--- src/rtl/cpu_controller.sv ---
// Eight-phase sequencer for the Simple RISC CPU.
// Decodes control strobes from the phase counter, halt flag, opcode and zero.
module cpu_controller #(
    parameter logic [2:0] OP_HLT = 3'd0,
    parameter logic [2:0] OP_SKZ = 3'd1,
    parameter logic [2:0] OP_ADD = 3'd2,
    parameter logic [2:0] OP_AND = 3'd3,
    parameter logic [2:0] OP_XOR = 3'd4,
    parameter logic [2:0] OP_LDA = 3'd5,
    parameter logic [2:0] OP_STO = 3'd6,
    parameter logic [2:0] OP_JMP = 3'd7
) (
    input  logic       clk,
    input  logic       rst,
    input  logic [2:0] opcode,
    input  logic       zero,
    output logic       sel,
    output logic       rd,
    output logic       wr,
    output logic       ld_ir,
    output logic       ld_ac,
    output logic       ld_pc,
    output logic       inc_pc,
    output logic       data_e,
    output logic       halt,
    output logic [2:0] phase
);

    typedef enum logic [2:0] {
        INST_ADDR  = 3'd0,
        INST_FETCH = 3'd1,
        INST_LOAD  = 3'd2,
        IDLE       = 3'd3,
        OP_ADDR    = 3'd4,
        OP_FETCH   = 3'd5,
        ALU_OP     = 3'd6,
        STORE      = 3'd7
    } phase_t;

    phase_t r_phase;
    logic   r_halted;

    logic w_aluop;
    logic w_hlt;
    logic w_skz;
    logic w_sto;
    logic w_jmp;

    assign w_aluop = (opcode == OP_ADD) || (opcode == OP_AND) ||
                     (opcode == OP_XOR) || (opcode == OP_LDA);
    assign w_hlt   = (opcode == OP_HLT);
    assign w_skz   = (opcode == OP_SKZ);
    assign w_sto   = (opcode == OP_STO);
    assign w_jmp   = (opcode == OP_JMP);

    // Halting freezes the counter at OP_ADDR until reset.
    always_ff @(posedge clk or posedge rst) begin
        if (rst) begin
            r_phase  <= INST_ADDR;
            r_halted <= 1'b0;
        end else if (r_halted) begin
            r_phase  <= OP_ADDR;
        end else if (r_phase == OP_ADDR && w_hlt) begin
            r_halted <= 1'b1;
        end else begin
            r_phase  <= phase_t'(r_phase + 3'd1);
        end
    end

    always_comb begin
        sel    = 1'b0;
        rd     = 1'b0;
        wr     = 1'b0;
        ld_ir  = 1'b0;
        ld_ac  = 1'b0;
        ld_pc  = 1'b0;
        inc_pc = 1'b0;
        data_e = 1'b0;
        halt   = 1'b0;
        if (r_halted) begin
            halt = 1'b1;
        end else begin
            unique case (r_phase)
                INST_ADDR: begin
                    sel = 1'b1;
                end
                INST_FETCH: begin
                    sel = 1'b1;
                    rd  = 1'b1;
                end
                INST_LOAD, IDLE: begin
                    sel   = 1'b1;
                    rd    = 1'b1;
                    ld_ir = 1'b1;
                end
                OP_ADDR: begin
                    inc_pc = 1'b1;
                    halt   = w_hlt;
                end
                OP_FETCH: begin
                    rd = w_aluop;
                end
                ALU_OP: begin
                    rd     = w_aluop;
                    inc_pc = w_skz && zero;
                    ld_pc  = w_jmp;
                    data_e = w_sto;
                end
                STORE: begin
                    rd     = w_aluop;
                    ld_ac  = w_aluop;
                    ld_pc  = w_jmp;
                    wr     = w_sto;
                    data_e = w_sto;
                end
            endcase
        end
    end

    assign phase = r_phase;

endmodule

--- config.mk ---
export PLATFORM = sky130hd
export DESIGN_NAME = cpu_controller
export DESIGN_NICKNAME = d
export VERILOG_FILES = /design/src/rtl/cpu_controller.sv
export SDC_FILE = /design/constraint.sdc
export NUM_CORES = 1
export LEC_CHECK = 0
export ABC_CLOCK_PERIOD_IN_PS = 4800
export CORE_AREA = 3 3 40 42
export DETAILED_ROUTE_END_ITERATION = 6
export DIE_AREA = 0 0 43 45
export GPL_TIMING_DRIVEN = 0
export PLACE_DENSITY = 0.56
export SLEW_MARGIN = 10
export SYNTH_ARGS = -nofsm -noshare
export SYNTH_HDL_FRONTEND = slang
export SYNTH_SLANG_ARGS = --single-unit
export TNS_END_PERCENT = 20
--- constraint.sdc ---
create_clock -name clk -period 4.8 [get_ports clk]
set_clock_uncertainty 0.1 [all_clocks]
set_input_delay 1.44 -clock clk [delete_from_list [all_inputs] [get_ports clk]]
set_output_delay 1.44 -clock clk [all_outputs]
set_load 0.01 [all_outputs]
==> After elaboration in Yosys (flattened, before gate mapping) <==
Cells that the tools add are included.
{ "classes": {"n_addsub": 1, "n_eq_ne": 15, "mux": 22, "reduce_logical": 12} }
{ "op_table": {"columns": ["operator", "n"], "rows": [
  ["$eq A3 B3 Y1 const B", 8],
  ["$mux W1", 18],
  ["$eq A3 B2 Y1 const B", 4],
  ["$eq A3 B1 Y1 const B", 2],
  ["$logic_not A3 Y1", 2],
  ["$mux W3", 2],
  ["$reduce_or A3 Y1", 2],
  ["$pmux W1 S2", 2],
  ["$reduce_or A2 Y1", 2],
  ["$reduce_or A4 Y1", 1],
  ["$add A3 B1 Y3 const B", 1],
  ["$logic_or A1 B1 Y1", 3],
  ["$logic_and A1 B1 Y1", 2],
  ["$ne A2 B2 Y1 const B", 1]
]} }
{ "totals": {"ff_bits": 4, "out_inout_bits": 12} }

==> Longest topological paths before layout <==
{ "depth": {"word_depth": 6, "depth_mapped": 4, "depth_no_buf": 4} }

==> Worst setup path before layout <==
OpenSTA, ideal clock, no wires.
{ "synth_timing": {"path_type": "input -> output", "start": "input opcode[1]", "end": "output inc_pc", "t_arrival_ps": 2002, "setup_slack_ps": 1258, "stages": 3, "path_buffers": 0, "cell_sequence": "nor2_1 > a41oi_1 > nor3b_1"} }
{ "synth_via": {"elab_chain_len": 4} }
{ "synth_lines": {"columns": ["element", "line", "source"], "rows": [
  ["from (decl)", "15", "input logic [2:0] opcode,"],
  ["$eq A3 B1 Y1", "52", "assign w_skz = (opcode == OP_SKZ);"],
  ["$logic_and A1 B1 Y1", "105", "inc_pc = w_skz && zero;"],
  ["$pmux W1 S2", "83", "unique case (r_phase)"],
  ["$mux W1", "80", "if (r_halted) begin"],
  ["to (decl)", "23", "output logic inc_pc,"]
]} }
Every way passes these cells.

==> Final worst setup path <==
{ "layout_timing": {"start": "input opcode[0]", "end": "output halt"} }
{ "layout_via": {"elab_chain_len": 3} }
{ "layout_lines": {"columns": ["element", "line", "source"], "rows": [
  ["$logic_not A3 Y1", "51", "assign w_hlt = (opcode == OP_HLT);"],
  ["$mux W1", "83", null],
  ["$mux W1", "80", null],
  ["to (decl)", "25", "output logic halt,"]
]} }
Every way passes these cells.

==> impl_metrics.csv <==
group,metric,value,unit
worst_setup_path,startpoint_type,"input pin",
timing,fin_crit,4.547,ns
grt,grt_antenna_before_repair,0,
worst_setup_path,crit_chain,"clkdlybuf4s50_1, and4b_4, or2_2, clkdlybuf4s50_1",
synthesis,ys_ff_latch,4,
synthesis,synth_top_area_frac,0.2930,
detailed_routing,drc,0,
grt,grt_usage,0.08924,
die,rows,13,
cts,cts_buffers,3,
detailed_routing,wl,752,um
worst_setup_path,critPathMaxFanout,5,
grt,grt_pass1_wl,1.269,mm
synthesis,syn_area,341.6,um^2
cts,clk_latency,0.23,ns
detailed_routing,drtIter0Drc,4,
cts,clkTransAtPathRegs,0.03,ns
timing,tightestPinTransition,0.2780,ns
worst_hold_path,holdCritPathClass,"flop to flop",
cts,cts_root_buf,"clkbuf_4",
grt,grt_pass1_vias,310,
detailed_routing,vias,311,
die,ios,18,
worst_setup_path,cpMaxStageDelayCell,"clkdlybuf4s50_1",
worst_setup_path,cp_common_cell,"clkdlybuf4s50_1",
timing,fmax,219.9,MHz
die,core,0.001285,mm^2
pwr,comb_power_share,0.214,
synthesis,postSynthNetCount,48,
pwr,p_sw_frac,0.2330,
cts,cts_hold_buf,0,
pwr,seqPwrFrac,0.369,
synthesis,ys_top_cells_by_area,"dfrtp_1, ha_1, nor2_1",
worst_setup_path,cp.required,3.26,ns
timing,fin_crit_sh,0.9473,
pwr,max-vdd-ir-drop,0.08897,mV
finish,final_common_cell,"clkdlybuf4s50_1",
cts,cts.path.max_buffers,2,
finish,final_cell_mix,"clkdlybuf4s50_1, nor2_1, ha_1",
synthesis,synth_area_leader_cell,"dfrtp_1",
worst_setup_path,crit_family,"buffers and inverters",
detailed_routing,viasPerCell,4.319,
timing,slew_viol_final,0,
finish,synthToLayoutAreaGrowth,61.90,%
timing,rsz0062_at_grt,"no",
worst_setup_path,worst_setup_path_end_kind,"output port",
grt,grt.overflow.total,0,
worst_setup_path,cpPeakStageDelay,0.55,ns
pwr,p_switching,0.02280,mW
place,gp_congestion,0.6837,
die,die_x,43,um
job,cap_violations,0,
finish,nets,70,
status,status,"complete, no violations",
timing,worst_slew_margin_rel,0.8121,
worst_setup_path,crit_type,"input pin to output port",
finish,drive_gt1_frac,0.1404,
cts,cts-htree-levels,1,
die,fp.dieH,45,um
timing,setup_viol,0,
timing,hold_viol,0,
synthesis,syn_inst,37,
place,io_buffer_count,17,
pwr,power_leakage,0.2198,nW
pwr,p_int,0.07505,mW
synthesis,seq_area_frac_synth,0.2930,
detailed_routing,post_drt_wl_per_cell,10.44,um
pwr,clkPwrFrac,0.417,
die,dieArea,0.001935,mm^2
finish,insertedDiodeCount,0,
cts,cts_tree,"built",
cts,cts_sinks,4,
pwr,powerDensity,176.9,mW/mm^2
cts,cts_resized,0,
synthesis,synth_warnings,0,
synthesis,syn_avg_cell_area,9.232,um^2
place,place_hpwl,596.7,um
synthesis,ys_types,19,
timing,fin_tns_setup,0,ns
detailed_routing,final_antenna_net_count,0,
worst_setup_path,cp.arrival,3.01,ns
cts,postCtsSetupBuffers,0,
detailed_routing,dr.pass1.iters,2,
die,initial_core_util,0.2658,
finish,final_util,0.4304,
worst_setup_path,crit_buf_inv,2,
grt,grt_max_degree,11,
registers in the layout, summed over array words and instances (netlist names):
register  flops
r_halted      1
phase         3
per-layer routing:
metal,vias to the layer above,GRT usage,share of wire
li1,166,-,-
met5,-,0,0
met3,0,0.02789,0.11
met4,0,0.09036,0
met2,13,0.1168,0.40
met1,132,0.1114,0.48
path summary, 6_finish.rpt:
| check | from | to | slack, ns | cells after the start |
|---|---|---|---|---|
| setup / recovery | opcode[0] | halt | 0.25 | 4 |
| setup reg to reg | phase[1] | phase[2] | 3.28 | 4 |
| hold / removal | r_halted | phase[2] | 0.57 | 2 |
| min in group asynchronous | rst | phase[0] | 1.29 | 2 |
| max in group asynchronous | rst | phase[2] | 3.17 | 2 |
| hold reg to reg | r_halted | phase[2] | 0.57 | 2 |
power by group through the flow:
stage               combinational (mW)  sequential [mW]  clock (mW)
floorplan                       0.0107           0.0367           0
detailed placement              0.0211           0.0366           0
global placement                0.0213           0.0366           0
CTS                             0.0213           0.0362      0.0430
finish                          0.0209           0.0361      0.0408
global route                    0.0232           0.0364      0.0450
layout make-up:
| class | count | area, um^2 |
|---|---|---|
| fillers | 139 | 732.0 |
| multi-input cells | 29 | 225.2 |
| repair buffers | 17 | 170.2 |
| flip-flops and latches | 4 | 100.1 |
| clock buffers | 3 | 22.52 |
| well taps | 15 | 18.77 |
| inverters | 3 | 11.26 |
| plain buffers | 1 | 5.005 |
logic make-up (layout without fill, tap and decap cells):
family,after synthesis,after routing,share of synthesized area
XOR/XNOR,1,1,0.02565
adder cells (fa/ha/maj),5,5,0.1832
buffers and inverters,4,24,0.04760
multiplexers,2,2,0.07325
flip-flops,4,4,0.2931
AO/OA/AOI/OAI,2,2,0.04763
AND/OR/NAND/NOR,19,19,0.3297
cells in the mapped netlist:
cell type,number
nor2_1,7
ha_1,5
dfrtp_1,4
inv_1,3
nand2_1,2
nand2b_1,2
nor3_1,2
a211oi_1,1
a41oi_1,1
and4b_4,1
buf_2,1
mux2_4,1
mux2i_1,1
nand2b_4,1
nor3b_1,1
nor4b_1,1
or2_2,1
or3_1,1
xnor2_1,1
per-stage QoR:
step / power [mW] / hold slack [ns] / setup WS [ns] / area, um^2 / instances
floorplan: 0.04735 / 0.4938 / 1.258 / 341.6 / 37
global placement: 0.05794 / 0.5608 / 0.2481 / 530.5 / 69
detailed placement: 0.05769 / 0.5638 / 0.2605 / 530.5 / 69
CTS: 0.1004 / 0.5741 / 0.2478 / 553.0 / 72
global route: 0.1046 / 0.6130 / 0.1759 / 553.0 / 72
finish: 0.09785 / 0.5667 / 0.2531 / 553.0 / 72
worst register-to-register path, stage by stage (launching register included):
cell     delay (ns)
dfrtp_1        0.46
inv_1          0.09
ha_1           0.20
and4b_4        0.23
or3_1          0.31
(Power assumes the default switching activity.)
